**src/rtl/rr_share_ctrl.sv**
```systemverilog
`default_nettype none
// +--------------------------------------------------------------------------+
// | rr_share_ctrl : round-robin owner scheduler for one shared resource      |
// | Revision      : 1.0                                                      |
// +--------------------------------------------------------------------------+
module rr_share_ctrl #(
   parameter int N         = 4,
   parameter int MAX_BURST = 8,
   parameter int IDW       = $clog2(N)
) (
   input  logic           clk,
   input  logic           rst_n,
   input  logic [N-1:0]   req,
   input  logic           done,
   output logic [N-1:0]   gnt,
   output logic [IDW-1:0] gnt_id,
   output logic           busy,
   output logic           rel,
   output logic           start,
   output logic           timeout
);

   localparam int CW = $clog2(MAX_BURST);
   localparam logic [CW-1:0]  C_CNT_LAST = CW'(MAX_BURST - 1);
   localparam logic [IDW-1:0] C_PTR_INIT = IDW'(N - 1);

   typedef enum logic [1:0] {
      IDLE = 2'd0,
      BUSY = 2'd1,
      LAST = 2'd2
   } state_t;

   state_t         r_state;
   state_t         w_next;
   logic [CW-1:0]  r_cnt;
   logic [IDW-1:0] r_ptr;
   logic [IDW-1:0] w_winner;
   logic [IDW-1:0] w_idx;
   logic           w_found;
   logic           w_at_limit;
   logic           w_owner_req;

   // Search starts one past the last owner, so the last owner has lowest priority.
   always_comb begin
      w_winner = '0;
      w_found  = 1'b0;
      w_idx    = '0;
      for (int k = 1; k <= N; k++) begin
         w_idx = IDW'((int'(r_ptr) + k) % N);
         if (!w_found && req[w_idx]) begin
            w_found  = 1'b1;
            w_winner = w_idx;
         end
      end
   end

   assign w_at_limit  = (r_cnt == C_CNT_LAST);
   assign w_owner_req = req[gnt_id];

   always_ff @(posedge clk or negedge rst_n) begin
      if (!rst_n) r_state <= IDLE;
      else        r_state <= w_next;
   end

   always_comb begin
      w_next  = IDLE;
      start   = 1'b0;
      timeout = 1'b0;
      case (r_state)
         IDLE: begin
            if (|req) begin
               w_next = BUSY;
               start  = rst_n;
            end
         end
         BUSY: begin
            w_next = BUSY;
            if (done || !w_owner_req || w_at_limit) w_next = LAST;
            // done takes precedence over the burst limit as the exit cause
            timeout = w_at_limit && !done && w_owner_req;
         end
         LAST:    w_next = IDLE;
         default: w_next = IDLE;
      endcase
   end

   always_ff @(posedge clk or negedge rst_n) begin
      if (!rst_n) begin
         gnt    <= '0;
         gnt_id <= '0;
         busy   <= 1'b0;
         rel    <= 1'b0;
         r_cnt  <= '0;
         r_ptr  <= C_PTR_INIT;
      end else begin
         case (w_next)
            BUSY: begin
               busy <= 1'b1;
               rel  <= 1'b0;
               if (r_state != BUSY) begin
                  gnt    <= N'(1) << w_winner;
                  gnt_id <= w_winner;
                  r_cnt  <= '0;
               end else begin
                  r_cnt <= r_cnt + CW'(1);
               end
            end
            LAST: begin
               gnt   <= '0;
               busy  <= 1'b0;
               rel   <= 1'b1;
               r_ptr <= gnt_id;
            end
            default: begin
               gnt  <= '0;
               busy <= 1'b0;
               rel  <= 1'b0;
            end
         endcase
      end
   end

`ifndef SYNTHESIS
   function automatic string state_name(input state_t s);
      case (s)
         IDLE:    return "IDLE";
         BUSY:    return "BUSY";
         LAST:    return "LAST";
         default: return "ILLEGAL";
      endcase
   endfunction
`endif

endmodule
`default_nettype wire

```
**config.mk**
```make
export PLATFORM = sky130hd
export DESIGN_NAME = rr_share_ctrl
export DESIGN_NICKNAME = d
export VERILOG_FILES = /design/src/rtl/rr_share_ctrl.sv
export SDC_FILE = /design/constraint.sdc
export NUM_CORES = 1
export LEC_CHECK = 0
export CORE_MARGIN = 2
export CORE_UTILIZATION = 48
export CTS_CLUSTER_DIAMETER = 100
export DETAILED_ROUTE_END_ITERATION = 8
export DONT_BUFFER_PORTS = 1
export GPL_TIMING_DRIVEN = 0
export HOLD_SLACK_MARGIN = 0.08
export PLACE_DENSITY = 0.73
export SLEW_MARGIN = 15
export SYNTH_ARGS = -nofsm -noshare
export SYNTH_HDL_FRONTEND = slang
export SYNTH_SLANG_ARGS = --single-unit
```
**constraint.sdc**
```tcl
create_clock -name clk -period 3 [get_ports clk]
set_input_delay 0.9 -clock clk [delete_from_list [all_inputs] [get_ports clk]]
set_output_delay 0.9 -clock clk [all_outputs]
set_load 0.005 [all_outputs]
```
==> run_results.csv <==
group,metric,value,unit
outcome,status,"finished clean",
hold_path,worstHoldPathType,"in -> async",
worst_setup_path,crit_start,"req[2]",
cts,cts_buffer_depth,2,
final_layout,nets,82,
synth,synth.cell_area,738,µm²
cts,ctsResizeCount,0,
routing,avgViaCountPerCell,6.02,
synth,synth_xor_area_share,0,%
routing,drc,0,
worst_setup_path,cp_slowest_cell,"o41ai_2",
synth,synth-compound-area-share,20.7,%
synth,synth_top_family_by_area,"compound AO/OA/AOI/OAI gates",
worst_setup_path,crit_type,"in -> out",
synth,synth_edf_count,0,
grt,grt_pass1_vias,520,
worst_setup_path,cp-end-kind,"output port",
routing,wl,1.29,mm
worst_setup_path,cp_top_family,"compound AO/OA/AOI/OAI gates",
routing,vias,530,
grt,grt_util_all_layers,16.5,%
worst_setup_path,cpPeakStageDelay,860,ps
timing,clock_skew,5.37,ps
floorplan,core,0.00147,mm²
grt,antenna_found_initial,0,
routing,postRouteAntennaNets,0,
synth,muxShareOfSynthArea,5.93,%
worst_setup_path,start_kind,"input port",
cts,clkTransAtPathRegs,90,ps
synth,synth_cells,68,
cts,cts_buffers,3,
synth,synth_nets,77,
synth,async_reset_ff_share,100,%
placement,port_buffers,0,
floorplan,io_pins,17,
synth,yosysSeqAreaShare,51.2,%
cts,cts.hold.buffers_added,0,
placement,place_inst,84,
routing,drt_iter0_markers,9,
cts,worst_skew_pair.late_latency,290,ps
floorplan,die-area,0.00187,mm²
timing,whs,292,ps
routing,routedWlPerCell,14.6,µm
pwr,p_leak,0.366,nW
pwr,peakVddDrop,506,µV
floorplan,rows,14,
timing,finalMaxSlewViolations,0,
worst_setup_path,arrival,1890,ps
worst_setup_path,required,2100,ps
final_layout,final_layout_size_suffix_gt1_share,16.7,%
placement,place_hpwl,945,µm
timing,timing.final.crit_period,2790,ps
pwr,powerDensity,926,mW/mm²
worst_setup_path,path_buf_inv,0,
final_layout,diodes,0,
routing,dr.pass1.iters,4,
cts,cts_sinks,15,
synth,syn-mean-instance-area,10.9,µm²
synth,yosysUniqueCellTypes,28,
grt,grt.overflow.total,0,
final_layout,syn_to_final_growth,6.27,%
final_layout,fin_util,53.3,%
run,drv_cap,0,
timing,tightest_slew,944,ps
timing,relSlewSlack,36.4,%
worst_setup_path,r2r_start,"gnt_id[0]",
timing,fin_crit_sh,93.0,%
floorplan,die_x,43.2,µm
synth,synth_fa_ha_area_share,3.39,%
cts,cts_setup_buffers,0,
floorplan,die_h,43.2,µm
synth,synthSimpleGateAreaFrac,15.3,%
synth,synth_warnings,0,
pwr,total_power,0.726,mW
timing,finalHoldViolations,0,
timing,grt_setup_unrepaired,"false",
grt,grt_pass1_wl,2.21,mm
worst_setup_path,cp_max_fo,10,
final_layout,stdcell_count,88,
timing,final.setup.tns,0,ps
synth,synth_top_flop_cell,"dfrtp_1",
synth,ys_seq_elements,15,
cts,cts.htree.levels,1,
cts,tritoncts,"done",
floorplan,initial_core_util,50.2,%
timing,setup_viol,0,
cts,cts_root_buffer,"clkbuf_4",
grt,grt_max_degree,17,
placement,finalWeightedCongestion,0.841,
worst_setup_path,crit_chain,"o41ai_2 > nor2_1",
timing,fmax,358,MHz
through the flow:
stage	instance area, µm²	setup slack (ps)
after floorplan	738	419
after global placement	758	205
after detailed placement	758	213
after CTS	785	212
after global routing	785	163
final	785	210
path summary, 6_finish.rpt:
path / cells after the start / slack [ps] / to
max: 2 / 210 / start
min: 0 / 290 / r_state[1]
max reg2reg: 4 / 1310 / gnt[0]
min reg2reg: 2 / 530 / gnt[3]
max in group asynchronous: 0 / 2540 / r_ptr[0]
min in group clk: 2 / 530 / gnt[3]
final cells by class:
cell class	instances	area, µm²
Fill cell	133	687
Buffer	1	11.3
Sequential cell	15	378
Multi-Input combinational cell	48	334
Inverter	4	15.0
Clock buffer	4	26.3
Tap cell	16	20.0
registers in the layout, summed over array words and instances, names as in the netlist:
| register | flops |
|---|---|
| gnt_id | 2 |
| gnt | 4 |
| busy | 1 |
| r_cnt | 3 |
| rel | 1 |
| r_state | 2 |
| r_ptr | 2 |
synth_stat cells (2+ instances only):
cell type / n / area share [%]
a21oi_1: 3 / 2.0
ha_1: 2 / 3.4
nand2b_1: 5 / 4.2
o21ai_1: 6 / 4.1
nor2_1: 4 / 2.0
a22o_1: 2 / 2.4
inv_1: 4 / 2.0
dfstp_2: 2 / 7.1
nand2_1: 9 / 4.6
dfrtp_1: 13 / 44
cells by family (layout without fill, tap and decap cells):
family	Yosys count	count (layout)
and+or+nand+nor	22	22
DFF	15	15
buffers and inverters	5	9
muxes	3	3
AOI/OAI and AO/OA	21	21
adders and majority gates	2	2
layout by cell type, fill, tap and decap left out:
cell type / n
o22ai_1: 1
a21oi_1: 3
and4b_1: 1
nor2b_1: 1
o21ai_0: 1
nor2_1: 4
a211o_1: 1
nor3_2: 1
dfrtp_1: 13
a21bo_2: 1
dfstp_2: 2
buf_6: 1
nand2_1: 9
a211oi_1: 1
mux2_1: 1
clkbuf_1: 1
o41ai_2: 1
a22o_1: 2
inv_1: 4
o21bai_1: 1
mux2i_1: 1
a21boi_2: 1
mux4_2: 1
ha_1: 2
and3_1: 1
o21ai_1: 6
a21boi_0: 1
clkbuf_4: 3
nand2b_1: 5
a22o_2: 1
per-layer routing:
metal  wire length [µm]  vias up  global-route usage [%]
met5                  0        -                       0
met2                624       17                    27.2
li1                   -      252                       -
met3                 72        5                    3.40
met4                 34        0                    10.9
met1                553      256                    19.1
report_power, final:
part / internal (mW) / switching [mW]
logic: 0.118 / 0.130
clock network: 0.0517 / 0.0663
registers: 0.293 / 0.0677
total: 0.463 / 0.264
Power figures use the tool's default switching activity.
